### config.mk
export PLATFORM = sky130hd
export DESIGN_NAME = csr_trap_seq
export DESIGN_NICKNAME = d
export VERILOG_FILES = /design/src/rtl/csr_trap_seq.sv
export SDC_FILE = /design/constraint.sdc
export NUM_CORES = 1
export LEC_CHECK = 0
export BUFFER_PORTS_ARGS = -buffer_cell sky130_fd_sc_hd__buf_2
export CAP_MARGIN = 5
export CORE_AREA = 3 3 134 136
export CTS_CLUSTER_DIAMETER = 150
export CTS_CLUSTER_SIZE = 16
export DETAILED_ROUTE_END_ITERATION = 8
export DIE_AREA = 0 0 137 139
export PLACE_DENSITY = 0.63
export RECOVER_POWER = 50
export SYNTH_ARGS = -nofsm -noshare
export SYNTH_HDL_FRONTEND = slang
export SYNTH_SLANG_ARGS = --single-unit
### constraint.sdc
create_clock -name clk -period 4 [get_ports clk]
set_clock_uncertainty 0.1 [all_clocks]
set_input_delay 0 -clock clk [delete_from_list [all_inputs] [get_ports clk]]
set_output_delay 0 -clock clk [all_outputs]
set_load 0.05 [all_outputs]
### src/rtl/csr_trap_seq.sv
// Trap-entry / mret sequencer owning the CSR file's write and read ports.
// Optional mstatus update states are enabled by defining CSR_TRAP_MSTATUS_EN.
module csr_trap_seq (
  input  logic        clk,
  input  logic        rst,
  input  logic        trap_req,
  input  logic [31:0] trap_cause,
  input  logic [31:0] trap_pc,
  input  logic        mret_req,
  input  logic        inst_wr_en,
  input  logic        inst_wr_set,
  input  logic [11:0] inst_wr_reg,
  input  logic [31:0] inst_wr_bus,
  input  logic [11:0] inst_rd_reg,
  output logic [31:0] inst_rd_bus,
  output logic        csr_wr_en,
  output logic        csr_wr_set,
  output logic [11:0] csr_wr_reg,
  output logic [31:0] csr_wr_bus,
  output logic [11:0] csr_rd_reg,
  input  logic [31:0] csr_rd_bus,
  input  logic [31:0] mtvec,
  input  logic [31:0] mepc,
  output logic        busy,
  output logic        redirect_valid,
  output logic [31:0] redirect_pc
);

`ifdef CSR_TRAP_MSTATUS_EN
  typedef enum logic [2:0] {
    IDLE, T_MEPC, T_MCAUSE, T_MSTATUS, M_MSTATUS, REDIRECT
  } state_t;
`else
  typedef enum logic [2:0] {
    IDLE, T_MEPC, T_MCAUSE, REDIRECT
  } state_t;
`endif

  state_t      state, next;
  logic [31:0] pc_q, cause_q;
  logic        kind_q;  // 1: trap (redirect to mtvec), 0: mret (redirect to mepc)

  always_ff @(posedge clk) begin
    if (rst) begin
      state   <= IDLE;
      pc_q    <= '0;
      cause_q <= '0;
      kind_q  <= 1'b0;
    end else begin
      state <= next;
      if (state == IDLE) begin
        if (trap_req) begin
          pc_q    <= trap_pc;
          cause_q <= trap_cause;
          kind_q  <= 1'b1;
        end else if (mret_req) begin
          kind_q  <= 1'b0;
        end
      end
    end
  end

  always_comb begin
    next           = state;
    busy           = 1'b1;
    csr_wr_en      = 1'b0;
    csr_wr_set     = 1'b0;
    csr_wr_reg     = '0;
    csr_wr_bus     = '0;
    csr_rd_reg     = '0;
    inst_rd_bus    = '0;
    redirect_valid = 1'b0;
    redirect_pc    = '0;
    case (state)
      IDLE: begin
        busy        = 1'b0;
        csr_wr_en   = inst_wr_en;
        csr_wr_set  = inst_wr_set;
        csr_wr_reg  = inst_wr_reg;
        csr_wr_bus  = inst_wr_bus;
        csr_rd_reg  = inst_rd_reg;
        inst_rd_bus = csr_rd_bus;
        if (trap_req) next = T_MEPC;
`ifdef CSR_TRAP_MSTATUS_EN
        else if (mret_req) next = M_MSTATUS;
`else
        else if (mret_req) next = REDIRECT;
`endif
      end
      T_MEPC: begin
        csr_wr_en  = 1'b1;
        csr_wr_reg = 12'h341;
        csr_wr_bus = pc_q;
        next       = T_MCAUSE;
      end
      T_MCAUSE: begin
        csr_wr_en  = 1'b1;
        csr_wr_reg = 12'h342;
        csr_wr_bus = cause_q;
`ifdef CSR_TRAP_MSTATUS_EN
        next       = T_MSTATUS;
`else
        next       = REDIRECT;
`endif
      end
`ifdef CSR_TRAP_MSTATUS_EN
      T_MSTATUS: begin
        // MPIE <- MIE, MIE <- 0, MPP <- 11
        csr_rd_reg = 12'h300;
        csr_wr_en  = 1'b1;
        csr_wr_reg = 12'h300;
        csr_wr_bus = (csr_rd_bus & ~32'h0000_1888)
                   | {24'b0, csr_rd_bus[3], 7'b0} | 32'h0000_1800;
        next       = REDIRECT;
      end
      M_MSTATUS: begin
        // MIE <- MPIE, MPIE <- 1, MPP stays 11
        csr_rd_reg = 12'h300;
        csr_wr_en  = 1'b1;
        csr_wr_reg = 12'h300;
        csr_wr_bus = (csr_rd_bus & ~32'h0000_0088)
                   | {28'b0, csr_rd_bus[7], 3'b0} | 32'h0000_1880;
        next       = REDIRECT;
      end
`endif
      REDIRECT: begin
        redirect_valid = 1'b1;
        redirect_pc    = kind_q ? mtvec : mepc;
        next           = IDLE;
      end
      default: next = IDLE;
    endcase
  end

endmodule
==> run metrics <==
commonest non-fill, non-tap cell in the layout buf_2; vias in the first global route 5017; synthesized area 0.00415 mm²; DRC 0; hold endpoint kind_q; Seq. cell area 0.00134 mm²; Seq cells post-synth 67; TritonCTS Sinks 67; area of the multi-input gates 0.00239 mm²; HPWL Detailed 12.6 mm; chip width 137 µm; Nets 1130; # diodes 0; unrepaired setup endpoints after global routing false; Setup WS pre-CTS 1.60 ns; initial antenna violation count 3; failing checks capacitance limit, slew limit; post-CTS sizing 0; Final period util 0.795; CTS root buf clkbuf_16; Mapped Cells 521; # rows 48; outcome finished, violations left; FF-to-FF Start state[1]; Vias 5196; total track usage 0.173; Overflow after GRT 0; post-DR vias/cell 4.59; share of cells above drive strength 1 0.400; Reg2Reg Depth 5; CP Launch Type flip-flop; Die Ht 139 µm; hold depth 2; I/O pins 346; worst slew pin tran 1.87 ns; CTS tree done; commonest non-fill, non-tap cells in the layout buf_2, nand2_1, dfxtp_1, dlygate4sd3_1, a21oi_1; r2r setup slk 0.82 ns; Final Hold Vio Count 0; CP max FO 64; min setup slack post-route 0.821 ns; CP Data Arrival Time 3.34 ns; total iterations of the first detailed-routing run 8; Routed WL 17.5 mm; PD cells 820 mW/mm²; DR WL/cell 15.5 µm; clk_lat worst skew 0.33 ns; Setup CP Type reg2reg; max cap viols 1; fmax 0.315 GHz; yosys warns 0; CTS Buf Count 9; final setup vio count 0; H-tree levels 3; post-synthesis sequential area ratio 0.323; Core Area 0.0171 mm²; minimum clock period 3.18 ns; largest net degree at the start of global routing 72; Area growth syn-to-layout 62.7%; post-route ant nets 0; initial drt markers 436; first-pass GRT wire length 26.1 mm; hold_sp rst; Syn Nets 749; Critical R2R Capture pc_q[0]; min-delay worst type in2reg; PortBufs 345; clk buf depth 2; GPL Wtd Cong 0.803; fill count 1772; crit path capture type flip-flop; Max Slew Vio Count 34; die footprint 0.0190 mm²; Reg clk slew, reported paths 0.06 ns; worst rel slew slack -0.252; static leakage 3.16 nW; Setup Fix Bufs, Post-CTS 0; library cells used by synthesis 29; worst path required time 4.16 ns; Sum Neg Setup Slack 0 ns; maximum VDD drop 391 µV; initial core utilization 0.243; Mean Syn Cell Area 7.96 µm²
layer usage:
layer / up-vias / part of all wire / GRT usage
li1: 2528 / - / -
met1: 2364 / 0.38 / 0.198
met2: 268 / 0.51 / 0.309
met3: 30 / 0.088 / 0.0428
met4: 6 / 0.021 / 0.0620
met5: - / 0.0023 / 0
cell usage after synthesis:
cell      count  area, µm²
a211oi_2      1       12.5
a21oi_1      42        210
a21oi_2      26        228
a222oi_1     32        320
a22oi_1       1       7.51
and2_1       52        325
and2_4        1       8.76
and2b_2       1       8.76
buf_1         1       3.75
buf_12        3       60.1
buf_2        17       85.1
buf_4         4       30.0
buf_6         2       22.5
buf_8         4       60.1
clkbuf_1     17       63.8
dfxtp_1      67       1340
ha_1          6       75.1
inv_1         3       11.3
mux2i_1      33        330
nand2_1     109        409
nand2_2      21        131
nand3_1       2       10.0
nor2_1       38        143
nor2b_1      32        200
o21ai_0       2       10.0
o21bai_1      1       7.51
o32ai_2       1       16.3
or2_2         1       6.26
or3b_1        1       8.76
state kept, by name, indices dropped and copies added, names as in the netlist:
signal   count
cause_q     32
pc_q        32
state        2
kind_q       1
repair_timing:
action | 4_1_cts | 5_1_grt
hold endpoints to repair | 67 | 0
endpoints found under the setup margin | 0 | 0
hold buffers | 67 | 0
cell type report:
cell class,count,share of cell area
Tap cell,225,0.0417
Timing Repair Buffer,418,0.355
Sequential cell,67,0.199
Inverter,3,0.00167
Clock buffer,10,0.0339
Clock inverter,6,0.0134
Multi-Input combinational cell,403,0.355
how the worst max path moves through the flow:
stage	startpoint	cells past startpoint	slack, ns	end
final	state[1]	5	0.82	pc_q[0]
after global routing	state[1]	5	0.56	pc_q[0]
after global placement	state[1]	6	1.65	csr_wr_reg[0]
after detailed placement	state[1]	5	1.60	cause_q[1]
after floorplan	state[0]	3	1.98	redirect_pc[10]
after CTS	state[1]	6	1.22	csr_wr_bus[0]
per-stage QoR:
| stage | total power [mW] | util | std cells | hold slack, ns | area, µm² |
|---|---|---|---|---|---|
| 2_1_floorplan | 3.92 | - | 521 | 0.0269 | 4150 |
| 3_3_place_gp | 4.67 | 0.345 | 1049 | 0.141 | 5880 |
| 3_5_place_dp | 4.69 | 0.345 | 1049 | 0.145 | 5880 |
| 4_1_cts | 5.62 | 0.403 | 1132 | 0.229 | 6870 |
| 5_1_grt | 5.83 | 0.395 | 1132 | 0.255 | 6750 |
| 6_report | 5.53 | 0.395 | 1132 | 0.201 | 6750 |
power by group:
group / internal, mW / switching [mW]
sequential: 0.794 / 0.116
clock: 0.546 / 0.307
combinational: 0.945 / 2.82
logic make-up (layout without fill, tap and decap cells):
kind of cell	Yosys count	after routing	synth area share
adders and majority gates	6	6	0.0181
AOI/OAI and AO/OA	106	106	0.196
muxes	33	33	0.0797
and+or+nand+nor	258	258	0.302
DFF	67	67	0.323
buffers and inverters	51	437	0.0812
critical path, stage by stage (launching register included):
cell and delay, ns:
dfxtp_1 0.34, inv_1 0.18, ha_1 0.82, and2_2 1.23, nand2_1 0.22, a21oi_2 0.17
Power figures use the tool's default switching activity.
